===== src/rtl/lsu_dcache_req_arbiter_if.sv =====
// lsu_dcache_req_arbiter_if
//   Bundles the three LSU requester ports, the D$ request/response handshake,
//   the flush input and the busy status of lsu_dcache_req_arbiter.
//   modport slave  : the arbiter's view (takes requests, drives the D$ port)
//   modport master : the environment's view (LSU requesters and the D$)
//   Signals:
//     hl_req_*      hella/PTW load request (valid/ready, addr)
//     ld_req_*      LDQ load request (valid/ready, addr, idx, size)
//     st_req_*      committed store drain (valid/ready, addr, data, idx, size)
//     flush         pipeline flush, kills loads not yet sent
//     dc_req_*      request to D$ (valid/ready, addr, data, store, src, idx, size)
//     dc_resp_valid D$ response or nack, returns one credit
//     busy          output register valid or requests outstanding
interface lsu_dcache_req_arbiter_if;
  logic        hl_req_valid;
  logic        hl_req_ready;
  logic [63:0] hl_req_addr;

  logic        ld_req_valid;
  logic        ld_req_ready;
  logic [63:0] ld_req_addr;
  logic [2:0]  ld_req_idx;
  logic [1:0]  ld_req_size;

  logic        st_req_valid;
  logic        st_req_ready;
  logic [63:0] st_req_addr;
  logic [63:0] st_req_data;
  logic [2:0]  st_req_idx;
  logic [1:0]  st_req_size;

  logic        flush;

  logic        dc_req_valid;
  logic        dc_req_ready;
  logic [63:0] dc_req_addr;
  logic [63:0] dc_req_data;
  logic        dc_req_store;
  logic [1:0]  dc_req_src;
  logic [2:0]  dc_req_idx;
  logic [1:0]  dc_req_size;
  logic        dc_resp_valid;

  logic        busy;

  modport slave (
    input  hl_req_valid, hl_req_addr,
    input  ld_req_valid, ld_req_addr, ld_req_idx, ld_req_size,
    input  st_req_valid, st_req_addr, st_req_data, st_req_idx, st_req_size,
    input  flush, dc_req_ready, dc_resp_valid,
    output hl_req_ready, ld_req_ready, st_req_ready,
    output dc_req_valid, dc_req_addr, dc_req_data, dc_req_store,
    output dc_req_src, dc_req_idx, dc_req_size, busy
  );

  modport master (
    output hl_req_valid, hl_req_addr,
    output ld_req_valid, ld_req_addr, ld_req_idx, ld_req_size,
    output st_req_valid, st_req_addr, st_req_data, st_req_idx, st_req_size,
    output flush, dc_req_ready, dc_resp_valid,
    input  hl_req_ready, ld_req_ready, st_req_ready,
    input  dc_req_valid, dc_req_addr, dc_req_data, dc_req_store,
    input  dc_req_src, dc_req_idx, dc_req_size, busy
  );
endinterface


===== src/rtl/lsu_dcache_req_arbiter.sv =====
// lsu_dcache_req_arbiter
//   Shares the single D$ request port among the hella/PTW port, the load queue
//   and the store-drain path. Fixed priority hella > load > store; a store that
//   has lost STARVE_LIMIT cycles in a row is promoted to the top. The winner is
//   captured in a one-entry output register (EMPTY/HOLD) presented to the D$
//   with valid/ready. An in-flight credit counter caps outstanding D$ requests
//   at MAX_INFLIGHT; a flush kills a held load that has not been sent.
//   Ports:
//     clk  clock
//     rst  synchronous reset, active-high
//     bus  lsu_dcache_req_arbiter_if.slave (requesters, D$ port, flush, busy)
module lsu_dcache_req_arbiter #(
  parameter int MAX_INFLIGHT = 4,
  parameter int STARVE_LIMIT = 8
) (
  input logic                      clk,
  input logic                      rst,
  lsu_dcache_req_arbiter_if.slave  bus
);

  localparam int CW = $clog2(MAX_INFLIGHT + 1);
  localparam int SW = $clog2(STARVE_LIMIT + 1);
  localparam logic [CW:0]   MAX_C    = (CW + 1)'(MAX_INFLIGHT);
  localparam logic [SW-1:0] STARVE_C = SW'(STARVE_LIMIT);

  localparam logic [1:0] SRC_LD = 2'd0;
  localparam logic [1:0] SRC_ST = 2'd1;
  localparam logic [1:0] SRC_HL = 2'd2;

  typedef enum logic {EMPTY = 1'b0, HOLD = 1'b1} state_t;

  state_t        state_reg;
  logic [63:0]   addr_reg;
  logic [63:0]   data_reg;
  logic          store_reg;
  logic [1:0]    src_reg;
  logic [2:0]    idx_reg;
  logic [1:0]    size_reg;
  logic [CW-1:0] inflight_reg;
  logic [CW-1:0] inflight_next;
  logic [SW-1:0] starve_cnt_reg;
  logic [SW-1:0] starve_cnt_next;

  logic          hold;
  logic          dc_fire;
  logic          kill_load;
  logic          can_load;
  logic          boost;
  logic [CW:0]   committed;
  logic          grant_hl;
  logic          grant_ld;
  logic          grant_st;

  assign hold    = (state_reg == HOLD);
  assign dc_fire = hold & bus.dc_req_ready;

  // A held request counts against the credit limit even before it is sent,
  // so a new grant never overcommits once the held one fires.
  assign committed = {1'b0, inflight_reg} + {{CW{1'b0}}, hold};
  assign can_load  = (!hold || bus.dc_req_ready) && (committed < MAX_C);
  assign boost     = (starve_cnt_reg == STARVE_C);

  // Only an unsent load is killed; if the D$ takes it this cycle it is already
  // out and keeps its credit.
  assign kill_load = hold && !bus.dc_req_ready && bus.flush && (src_reg == SRC_LD);

  always_comb begin
    grant_hl = 1'b0;
    grant_ld = 1'b0;
    grant_st = 1'b0;
    if (can_load && !rst) begin
      if (boost && bus.st_req_valid) begin
        grant_st = 1'b1;
      end else if (bus.hl_req_valid) begin
        grant_hl = 1'b1;
      end else if (bus.ld_req_valid && !bus.flush) begin
        grant_ld = 1'b1;
      end else if (bus.st_req_valid) begin
        grant_st = 1'b1;
      end
    end
  end

  always_comb begin
    inflight_next = inflight_reg + {{(CW-1){1'b0}}, dc_fire}
                                 - {{(CW-1){1'b0}}, bus.dc_resp_valid};
  end

  always_comb begin
    starve_cnt_next = starve_cnt_reg;
    if (!bus.st_req_valid || grant_st) begin
      starve_cnt_next = '0;
    end else if (!boost) begin
      starve_cnt_next = starve_cnt_reg + SW'(1);
    end
  end

  always_ff @(posedge clk) begin
    if (rst) begin
      state_reg      <= EMPTY;
      addr_reg       <= '0;
      data_reg       <= '0;
      store_reg      <= 1'b0;
      src_reg        <= '0;
      idx_reg        <= '0;
      size_reg       <= '0;
      inflight_reg   <= '0;
      starve_cnt_reg <= '0;
    end else begin
      inflight_reg   <= inflight_next;
      starve_cnt_reg <= starve_cnt_next;
      if (grant_hl) begin
        state_reg <= HOLD;
        addr_reg  <= bus.hl_req_addr;
        data_reg  <= '0;
        store_reg <= 1'b0;
        src_reg   <= SRC_HL;
        idx_reg   <= '0;
        size_reg  <= 2'd3;
      end else if (grant_ld) begin
        state_reg <= HOLD;
        addr_reg  <= bus.ld_req_addr;
        data_reg  <= '0;
        store_reg <= 1'b0;
        src_reg   <= SRC_LD;
        idx_reg   <= bus.ld_req_idx;
        size_reg  <= bus.ld_req_size;
      end else if (grant_st) begin
        state_reg <= HOLD;
        addr_reg  <= bus.st_req_addr;
        data_reg  <= bus.st_req_data;
        store_reg <= 1'b1;
        src_reg   <= SRC_ST;
        idx_reg   <= bus.st_req_idx;
        size_reg  <= bus.st_req_size;
      end else if (dc_fire || kill_load) begin
        state_reg <= EMPTY;
      end
    end
  end

  assign bus.hl_req_ready = grant_hl;
  assign bus.ld_req_ready = grant_ld;
  assign bus.st_req_ready = grant_st;
  assign bus.dc_req_valid = hold;
  assign bus.dc_req_addr  = addr_reg;
  assign bus.dc_req_data  = data_reg;
  assign bus.dc_req_store = store_reg;
  assign bus.dc_req_src   = src_reg;
  assign bus.dc_req_idx   = idx_reg;
  assign bus.dc_req_size  = size_reg;
  assign bus.busy         = hold || (inflight_reg != '0);

  // A response always pairs with an earlier issued request.
  resp_needs_credit: assert property (
    @(posedge clk) disable iff (rst) bus.dc_resp_valid |-> (inflight_reg != '0)
  );

endmodule


===== src/flat_wrapper.sv =====
// flat-port wrapper written by rule: the top's interface ports become plain ports
module lsu_dcache_req_arbiter_flat 
#(
  parameter int MAX_INFLIGHT = 4,
  parameter int STARVE_LIMIT = 8
)
  (clk, rst, bus_hl_req_valid, bus_hl_req_addr, bus_ld_req_valid, bus_ld_req_addr, bus_ld_req_idx, bus_ld_req_size, bus_st_req_valid, bus_st_req_addr, bus_st_req_data, bus_st_req_idx, bus_st_req_size, bus_flush, bus_dc_req_ready, bus_dc_resp_valid, bus_hl_req_ready, bus_ld_req_ready, bus_st_req_ready, bus_dc_req_valid, bus_dc_req_addr, bus_dc_req_data, bus_dc_req_store, bus_dc_req_src, bus_dc_req_idx, bus_dc_req_size, bus_busy);
  lsu_dcache_req_arbiter_if bus_i ();
  input logic clk;
  input logic rst;
  input wire logic [$bits(bus_i.hl_req_valid)-1:0] bus_hl_req_valid;
  input wire logic [$bits(bus_i.hl_req_addr)-1:0] bus_hl_req_addr;
  input wire logic [$bits(bus_i.ld_req_valid)-1:0] bus_ld_req_valid;
  input wire logic [$bits(bus_i.ld_req_addr)-1:0] bus_ld_req_addr;
  input wire logic [$bits(bus_i.ld_req_idx)-1:0] bus_ld_req_idx;
  input wire logic [$bits(bus_i.ld_req_size)-1:0] bus_ld_req_size;
  input wire logic [$bits(bus_i.st_req_valid)-1:0] bus_st_req_valid;
  input wire logic [$bits(bus_i.st_req_addr)-1:0] bus_st_req_addr;
  input wire logic [$bits(bus_i.st_req_data)-1:0] bus_st_req_data;
  input wire logic [$bits(bus_i.st_req_idx)-1:0] bus_st_req_idx;
  input wire logic [$bits(bus_i.st_req_size)-1:0] bus_st_req_size;
  input wire logic [$bits(bus_i.flush)-1:0] bus_flush;
  input wire logic [$bits(bus_i.dc_req_ready)-1:0] bus_dc_req_ready;
  input wire logic [$bits(bus_i.dc_resp_valid)-1:0] bus_dc_resp_valid;
  output wire logic [$bits(bus_i.hl_req_ready)-1:0] bus_hl_req_ready;
  output wire logic [$bits(bus_i.ld_req_ready)-1:0] bus_ld_req_ready;
  output wire logic [$bits(bus_i.st_req_ready)-1:0] bus_st_req_ready;
  output wire logic [$bits(bus_i.dc_req_valid)-1:0] bus_dc_req_valid;
  output wire logic [$bits(bus_i.dc_req_addr)-1:0] bus_dc_req_addr;
  output wire logic [$bits(bus_i.dc_req_data)-1:0] bus_dc_req_data;
  output wire logic [$bits(bus_i.dc_req_store)-1:0] bus_dc_req_store;
  output wire logic [$bits(bus_i.dc_req_src)-1:0] bus_dc_req_src;
  output wire logic [$bits(bus_i.dc_req_idx)-1:0] bus_dc_req_idx;
  output wire logic [$bits(bus_i.dc_req_size)-1:0] bus_dc_req_size;
  output wire logic [$bits(bus_i.busy)-1:0] bus_busy;
  assign bus_i.hl_req_valid = bus_hl_req_valid;
  assign bus_i.hl_req_addr = bus_hl_req_addr;
  assign bus_i.ld_req_valid = bus_ld_req_valid;
  assign bus_i.ld_req_addr = bus_ld_req_addr;
  assign bus_i.ld_req_idx = bus_ld_req_idx;
  assign bus_i.ld_req_size = bus_ld_req_size;
  assign bus_i.st_req_valid = bus_st_req_valid;
  assign bus_i.st_req_addr = bus_st_req_addr;
  assign bus_i.st_req_data = bus_st_req_data;
  assign bus_i.st_req_idx = bus_st_req_idx;
  assign bus_i.st_req_size = bus_st_req_size;
  assign bus_i.flush = bus_flush;
  assign bus_i.dc_req_ready = bus_dc_req_ready;
  assign bus_i.dc_resp_valid = bus_dc_resp_valid;
  assign bus_hl_req_ready = bus_i.hl_req_ready;
  assign bus_ld_req_ready = bus_i.ld_req_ready;
  assign bus_st_req_ready = bus_i.st_req_ready;
  assign bus_dc_req_valid = bus_i.dc_req_valid;
  assign bus_dc_req_addr = bus_i.dc_req_addr;
  assign bus_dc_req_data = bus_i.dc_req_data;
  assign bus_dc_req_store = bus_i.dc_req_store;
  assign bus_dc_req_src = bus_i.dc_req_src;
  assign bus_dc_req_idx = bus_i.dc_req_idx;
  assign bus_dc_req_size = bus_i.dc_req_size;
  assign bus_busy = bus_i.busy;
  lsu_dcache_req_arbiter #(.MAX_INFLIGHT(MAX_INFLIGHT), .STARVE_LIMIT(STARVE_LIMIT)) u_core (.clk(clk), .rst(rst), .bus(bus_i));
endmodule

===== config.mk =====
export PLATFORM = sky130hd
export DESIGN_NAME = lsu_dcache_req_arbiter_flat
export DESIGN_NICKNAME = d
export VERILOG_FILES = /design/src/rtl/lsu_dcache_req_arbiter_if.sv /design/src/rtl/lsu_dcache_req_arbiter.sv /design/src/flat_wrapper.sv
export SDC_FILE = /design/constraint.sdc
export NUM_CORES = 1
export LEC_CHECK = 0
export ABC_AREA = 1
export BUFFER_PORTS_ARGS = -buffer_cell sky130_fd_sc_hd__buf_2
export CELL_PAD_IN_SITES_DETAIL_PLACEMENT = 1
export CELL_PAD_IN_SITES_GLOBAL_PLACEMENT = 2
export CORE_ASPECT_RATIO = 1.1
export CORE_MARGIN = 3
export CORE_UTILIZATION = 23
export DETAILED_ROUTE_END_ITERATION = 10
export MAX_ROUTING_LAYER = met4
export PLACE_DENSITY = 0.95
export SYNTH_ARGS = -nofsm -noshare
export SYNTH_HDL_FRONTEND = slang
export SYNTH_SLANG_ARGS = --single-unit

===== constraint.sdc =====
create_clock -name clk -period 4.6 [get_ports clk]
set_input_delay 0.69 -clock clk [delete_from_list [all_inputs] [get_ports clk]]
set_output_delay 0.69 -clock clk [all_outputs]
set_load 0.02 [all_outputs]

======== Word level (Yosys, flattened, before mapping) ========
Index checks and enable logic that the tools add are counted.
storage, ports and cells
  input bits .............................. 274
  word-level logic and storage cells ...... 67
  output and inout port bits .............. 141
  bits in registers ....................... 143
operators by class
  multiplexer cells ....................... 27
  reduce and logical (&&, ||, !) cells .... 24
  bitwise operators ....................... 1
  add/sub/neg operators ................... 4
  magnitude comparators ................... 1
  eq/ne operators ......................... 1
operator list
  operator                                                     number
  2-to-1 mux 64 bit                                            3
  2-to-1 mux 1 bit                                             16
  2-to-1 mux 2 bit                                             6
  logical AND 1 bit                                            7
  2-to-1 mux 3 bit                                             2
  nonzero test 3 bit                                           2
  zero test 1 bit                                              5
  adder 3 x 1 -> 4 bit                                         1
  adder 4 x 1 -> 4 bit (second input constant)                 1
  equality test 4 bit (second input constant)                  1
  logical OR 1 bit                                             4
  less-than comparator 4 x 3 -> 1 bit (second input constant)  1
  nonzero test 4 bit                                           1
  OR reduction 2 bit                                           2
  adder 3 x 1 -> 3 bit                                         1
  OR reduction 3 bit                                           1
  subtractor 3 x 1 -> 3 bit                                    1
  zero test 2 bit                                              1
  nonzero test 2 bit                                           1
  AND 1 bit                                                    1

======== Logic depth before layout (Yosys ltp) ========
  depth after elaboration ................. 9
  mapped depth ............................ 12
  mapped depth without buffers ............ 11

======== Worst setup path after synthesis ========
No wires, ideal clock.
  kind .................................... in2out
  start point ............................. input port bus_dc_req_ready
  end point ............................... output port bus_hl_req_ready
  required time ........................... 3.910 ns
  path slack .............................. 2.246 ns
  data arrival time ....................... 1.664 ns
  stages .................................. 8
  path through ............................ inv_1 nand2_1 nand3_1 nor2_4 nand3b_2 inv_2 buf_2 buf_2
between the ends
  word-level cells in the longest chain between the ends .. 4
ends and longest elaborated chain
  item               RTL line                      text
  start, declared    flat_wrapper.sv:23            input wire logic [$bits(bus_i.dc_req_ready)-1:0] bus_dc_req_ready;
  logical OR 1 bit   lsu_dcache_req_arbiter.sv:60  assign can_load = (!hold || bus.dc_req_ready) && (committed < MAX_C);
  logical AND 1 bit  lsu_dcache_req_arbiter.sv:60
  logical AND 1 bit  lsu_dcache_req_arbiter.sv:71  if (can_load && !rst) begin
  2-to-1 mux 1 bit   lsu_dcache_req_arbiter.sv:71
  end, declared      flat_wrapper.sv:25            output wire logic [$bits(bus_i.hl_req_ready)-1:0] bus_hl_req_ready;
No other way between the ends.

======== Final worst setup path ========
  start point ............................. register u_core.state_reg (netlist: u_core.bus.dc_req_valid)
  end point ............................... output port bus_st_req_ready
between the ends
  word-level cells in the longest chain between the ends .. 5
  elaborated cells on any way between the ends .. 7
  those cells by class .................... 1 x add/sub; 1 x order compare; 1 x mux; 4 x reduce/logical
ends and longest elaborated chain
  item                                                                            RTL line                                                    text
  start, declared                                                                 lsu_dcache_req_arbiter.sv:32                                state_t state_reg;
  start signal, assigned                                                          lsu_dcache_req_arbiter.sv:100                               state_reg <= EMPTY;
  start signal, assigned                                                          lsu_dcache_req_arbiter.sv:113                               state_reg <= HOLD;
  start signal, assigned                                                          lsu_dcache_req_arbiter.sv:121                               state_reg <= HOLD;
  adder 3 x 1 -> 4 bit / zero test 1 bit (equally long branches)                  lsu_dcache_req_arbiter.sv:59, lsu_dcache_req_arbiter.sv:60
  less-than comparator 4 x 3 -> 1 bit / logical OR 1 bit (equally long branches)  lsu_dcache_req_arbiter.sv:60
  logical AND 1 bit *                                                             lsu_dcache_req_arbiter.sv:60
  logical AND 1 bit *                                                             lsu_dcache_req_arbiter.sv:71
  2-to-1 mux 1 bit *                                                              lsu_dcache_req_arbiter.sv:71
  end, declared                                                                   flat_wrapper.sv:27                                          output wire logic [$bits(bus_i.st_req_ready)-1:0] bus_st_req_ready;
Mark *: on every way between the ends. The rest lies on a longest branch, timed or not.

==> summary by stage <==
Run status
The run finished with clean final reports.

Power and ir drop
The static leakage is 5.63 nW. The total design power is 4.29 mW. The maximum vdd drop is 226 uV. The power share of the combinational group is 0.319.

Of the total power, the share spent switching nets is 0.375. Of the total power, registers draw 0.346. The analysis attributes to net switching a power of 1.61 mW. Dividing total power by cell area gives a power density of 411 nW/um^2. The internal power of the cells totals 2.68 mW. The clock power share is 0.335.

Clock network
The root buffer selected by CTS is sky130_fd_sc_hd__clkbuf_16. The total clock sinks is 143. The TritonCTS clock tree is built. The number of cells upsized or downsized after cts is 0. The hold buffer count at cts is 0.

The H-tree was split into 4 levels. The CTS buffer count is 17. Post-CTS timing repair inserted 0 buffers for setup. The clock transition time at the flip-flop clock pins of the worst setup and hold paths is 0.07 ns. For the worst-skew pair, the clock arrives at the later sink with an insertion delay of 0.42 ns.

No sink is reached through more buffers than the 2 on the longest clock path.

Synthesis
The share of synthesized area in the top cell type comes to 0.381. The number of instances in the synthesized netlist is 1228. For this run, the number of Yosys warnings is 0. The mapped netlist covers 7520 um^2. The most frequently used flop master after synthesis is sky130_fd_sc_hd__dfxtp_1.

The synthesized area per cell is 6.13 um^2. The share of the Yosys chip area taken by registers is 0.381. The unique cell type count in the Yosys netlist is 28. The number of enable-type register cells in the synthesized netlist is 0. The biggest area contributor in the post-synthesis netlist is sky130_fd_sc_hd__dfxtp_1. Sorting the synthesized cells by area gives the leading types as sky130_fd_sc_hd__dfxtp_1 38%, sky130_fd_sc_hd__nand2_1 20%, sky130_fd_sc_hd__nor2_1 10%. When the netlist entered floorplanning its net count stood at 1508. After synthesis, the most frequently instantiated cells are 407 x sky130_fd_sc_hd__nand2_1, 208 x sky130_fd_sc_hd__nor2_1, 150 x sky130_fd_sc_hd__inv_1.

Counting flops with an async set or reset pin after synthesis yields a share of 0. The count of state elements after synthesis is 143. The library cell with the highest instance count after synthesis is sky130_fd_sc_hd__nand2_1.

Timing
The post-route worst setup slack is 1.14 ns. The clock arrives with 0.00956 ns of skew. The total setup violations reported at the end of the flow is 0. Setup repair after global routing left no endpoint under its margin. The number of pins with negative max-slew slack in the final report is 0. Static timing analysis puts the maximum clock frequency at 289 MHz. The time the final worst path needs with I/O delays and setup is 3.46 ns.

The final hold violation count was 0. The worst relative slew slack is 0.414. For the final routed database, the setup TNS stands at 0 ns. Hold is met by 0.459 ns. For the pin with the worst max-slew slack, the measured transition is 0.879 ns. In the finished design, the share of the clock period the worst path needs comes to 0.752.

Global route
The number of antenna violations at the first check in global routing is 7. The via count of the first global-routing pass is 8818. The maximum number of pins on one net before global-route repair is 80. The wire length of the first global-routing pass is 46700 um. The total congestion overflow is 0.

For this run, the total global-route usage over all layers was measured as 0.174.

Place
In this run the tool buffered the top-level ports with 414 buffer cells. The worst setup timing slack at the placement stage is 1.31 ns. Summed over all nets, the half-perimeter wirelength after detailed placement is 23000 um. The instance count after placement with tap cells included is 1990. The post-placement cell area is 9820 um^2. At the end of routability-driven placement, the weighted congestion stood at 0.823.

Floorplanning
The starting density of the core is 0.236. The die covers 34900 um^2. The floorplan step set the die height to 196 um. The area inside the core boundary is 31800 um^2. The overall die width is 178 um. For this design the top-level I/O count stands at 415. The floorplan has 68 rows.

Critical path
The critical path endpoint is bus_st_req_ready. The required time reported for the critical path endpoint is 3.91 ns. The category of the worst setup path launch point is a flip-flop. In this run the critical register-to-register path is launched from u_core.bus.dc_req_valid. Counting cells, the worst reg-to-reg path comes to 8.

The arrival time of data at the critical path endpoint is 2.77 ns. The startpoint of the most critical setup path is u_core.bus.dc_req_valid. STA classifies the critical path endpoint as a primary output. The type of the worst setup path is reg -> out. In this run the critical register-to-register path is captured at u_core.bus.dc_req_data[1]. The register-to-register setup slack is 1.45 ns. The top fanout value on the critical path is 72.

Routing
The routed design has 30900 um of wire. The total number of vias is 8801. After detailed routing, the number of vias per cell comes to 4.34. The average routed wire per standard cell is 15.2 um. In this run, the number of DRC markers left after iteration 0 of detailed routing was 237. The first TritonRoute pass finished after 4 iterations.

For this run, design rule violations remaining after detail routing come to 0. Once detail routing completed, the nets flagged for antenna violations numbered 0.

Finish
Measured on the finished design, the core utilization comes to 0.328. After filler insertion, the fill cell instance count of the layout stands at 4268. In the final layout, the share of cells above drive strength 1 is 0.294. Excluding fillers, the count of instances in the completed layout stands at 2028.

The post-route cell area is 10400 um^2. The area growth from synthesis to layout is 38.7%. The number of nets at the end of the flow is 1869.

Worst hold path
The tightest min-delay check is of the reg -> reg type.

Run
The number of max-capacitance violations reported is 0.
-- worst max-delay path: stages (launching register included) --
cell	delay, ns
sky130_fd_sc_hd__dfxtp_1	0.37
sky130_fd_sc_hd__nand3_1	0.14
sky130_fd_sc_hd__nand2_2	0.45
sky130_fd_sc_hd__nand3_2	0.33
sky130_fd_sc_hd__buf_4	0.61
sky130_fd_sc_hd__clkinv_1	0.20
sky130_fd_sc_hd__buf_2	0.21
-- metal layers --
metal / share of wire / global-route usage
met1: 0.42 / 0.200
met2: 0.47 / 0.291
met3: 0.088 / 0.0540
met4: 0.019 / 0.0508
met5: 0 / -
-- power by group through the flow --
stage	clock, mW	sequential, mW	combinational (mW)
2_1_floorplan	0	1.68	0.724
3_5_place_dp	0	1.51	1.40
4_1_cts	1.51	1.49	1.40
3_3_place_gp	0	1.51	1.37
5_1_grt	1.56	1.51	1.55
6_report	1.44	1.49	1.37
-- layout make-up --
cell class	count	area, um^2	area share
timing repair buffer	427	2180	0.209
clock buffer	18	429	0.0411
antenna	7	17.5	0.00168
tap	420	526	0.0504
multi-input combinational	848	3680	0.353
inverter	152	573	0.0549
sequential	143	2860	0.274
clock inverter	13	163	0.0156
-- worst min-delay path by stage --
stage / cells past startpoint / to / start / slack (ns)
4_1_cts: 2 / u_core.bus.dc_req_data[28] / u_core.bus.dc_req_data[28] / 0.46
3_3_place_gp: 2 / u_core.bus.dc_req_data[48] / u_core.bus.dc_req_data[48] / 0.45
2_1_floorplan: 2 / u_core.starve_cnt_reg[0] / u_core.starve_cnt_reg[0] / 0.47
3_5_place_dp: 2 / u_core.bus.dc_req_data[28] / u_core.bus.dc_req_data[28] / 0.45
6_report: 2 / u_core.bus.dc_req_data[28] / u_core.bus.dc_req_data[28] / 0.46
5_1_grt: 2 / u_core.bus.dc_req_data[28] / u_core.bus.dc_req_data[28] / 0.48
-- cell usage in the layout, fill, tap and decap left out, drive strengths merged, types with 3 or more instances in the layout --
cell type	Yosys	layout
a21oi	68	68
buf	56	427
bufinv	0	3
clkbuf	29	18
clkinv	0	6
clkinvlp	0	3
dfxtp	143	143
diode	0	7
ha	5	5
inv	152	153
nand2	407	407
nand3	12	12
nand4	65	65
nor2	210	210
nor3	4	4
o21ai	66	66
or2	3	3
-- kinds of logic (layout without fill, tap and decap cells) --
kind of cell	after synthesis	count (layout)	synth area share
and+or+nand+nor	703	703	0.381
buffers and inverters	237	610	0.133
DFF	143	143	0.381
AOI/OAI and AO/OA	136	136	0.0910
adders and majority gates	6	6	0.0110
xor gates and xnor gates	3	3	0.00349
other	0	7	0
Note: power is estimated with default switching activity, not from simulation.
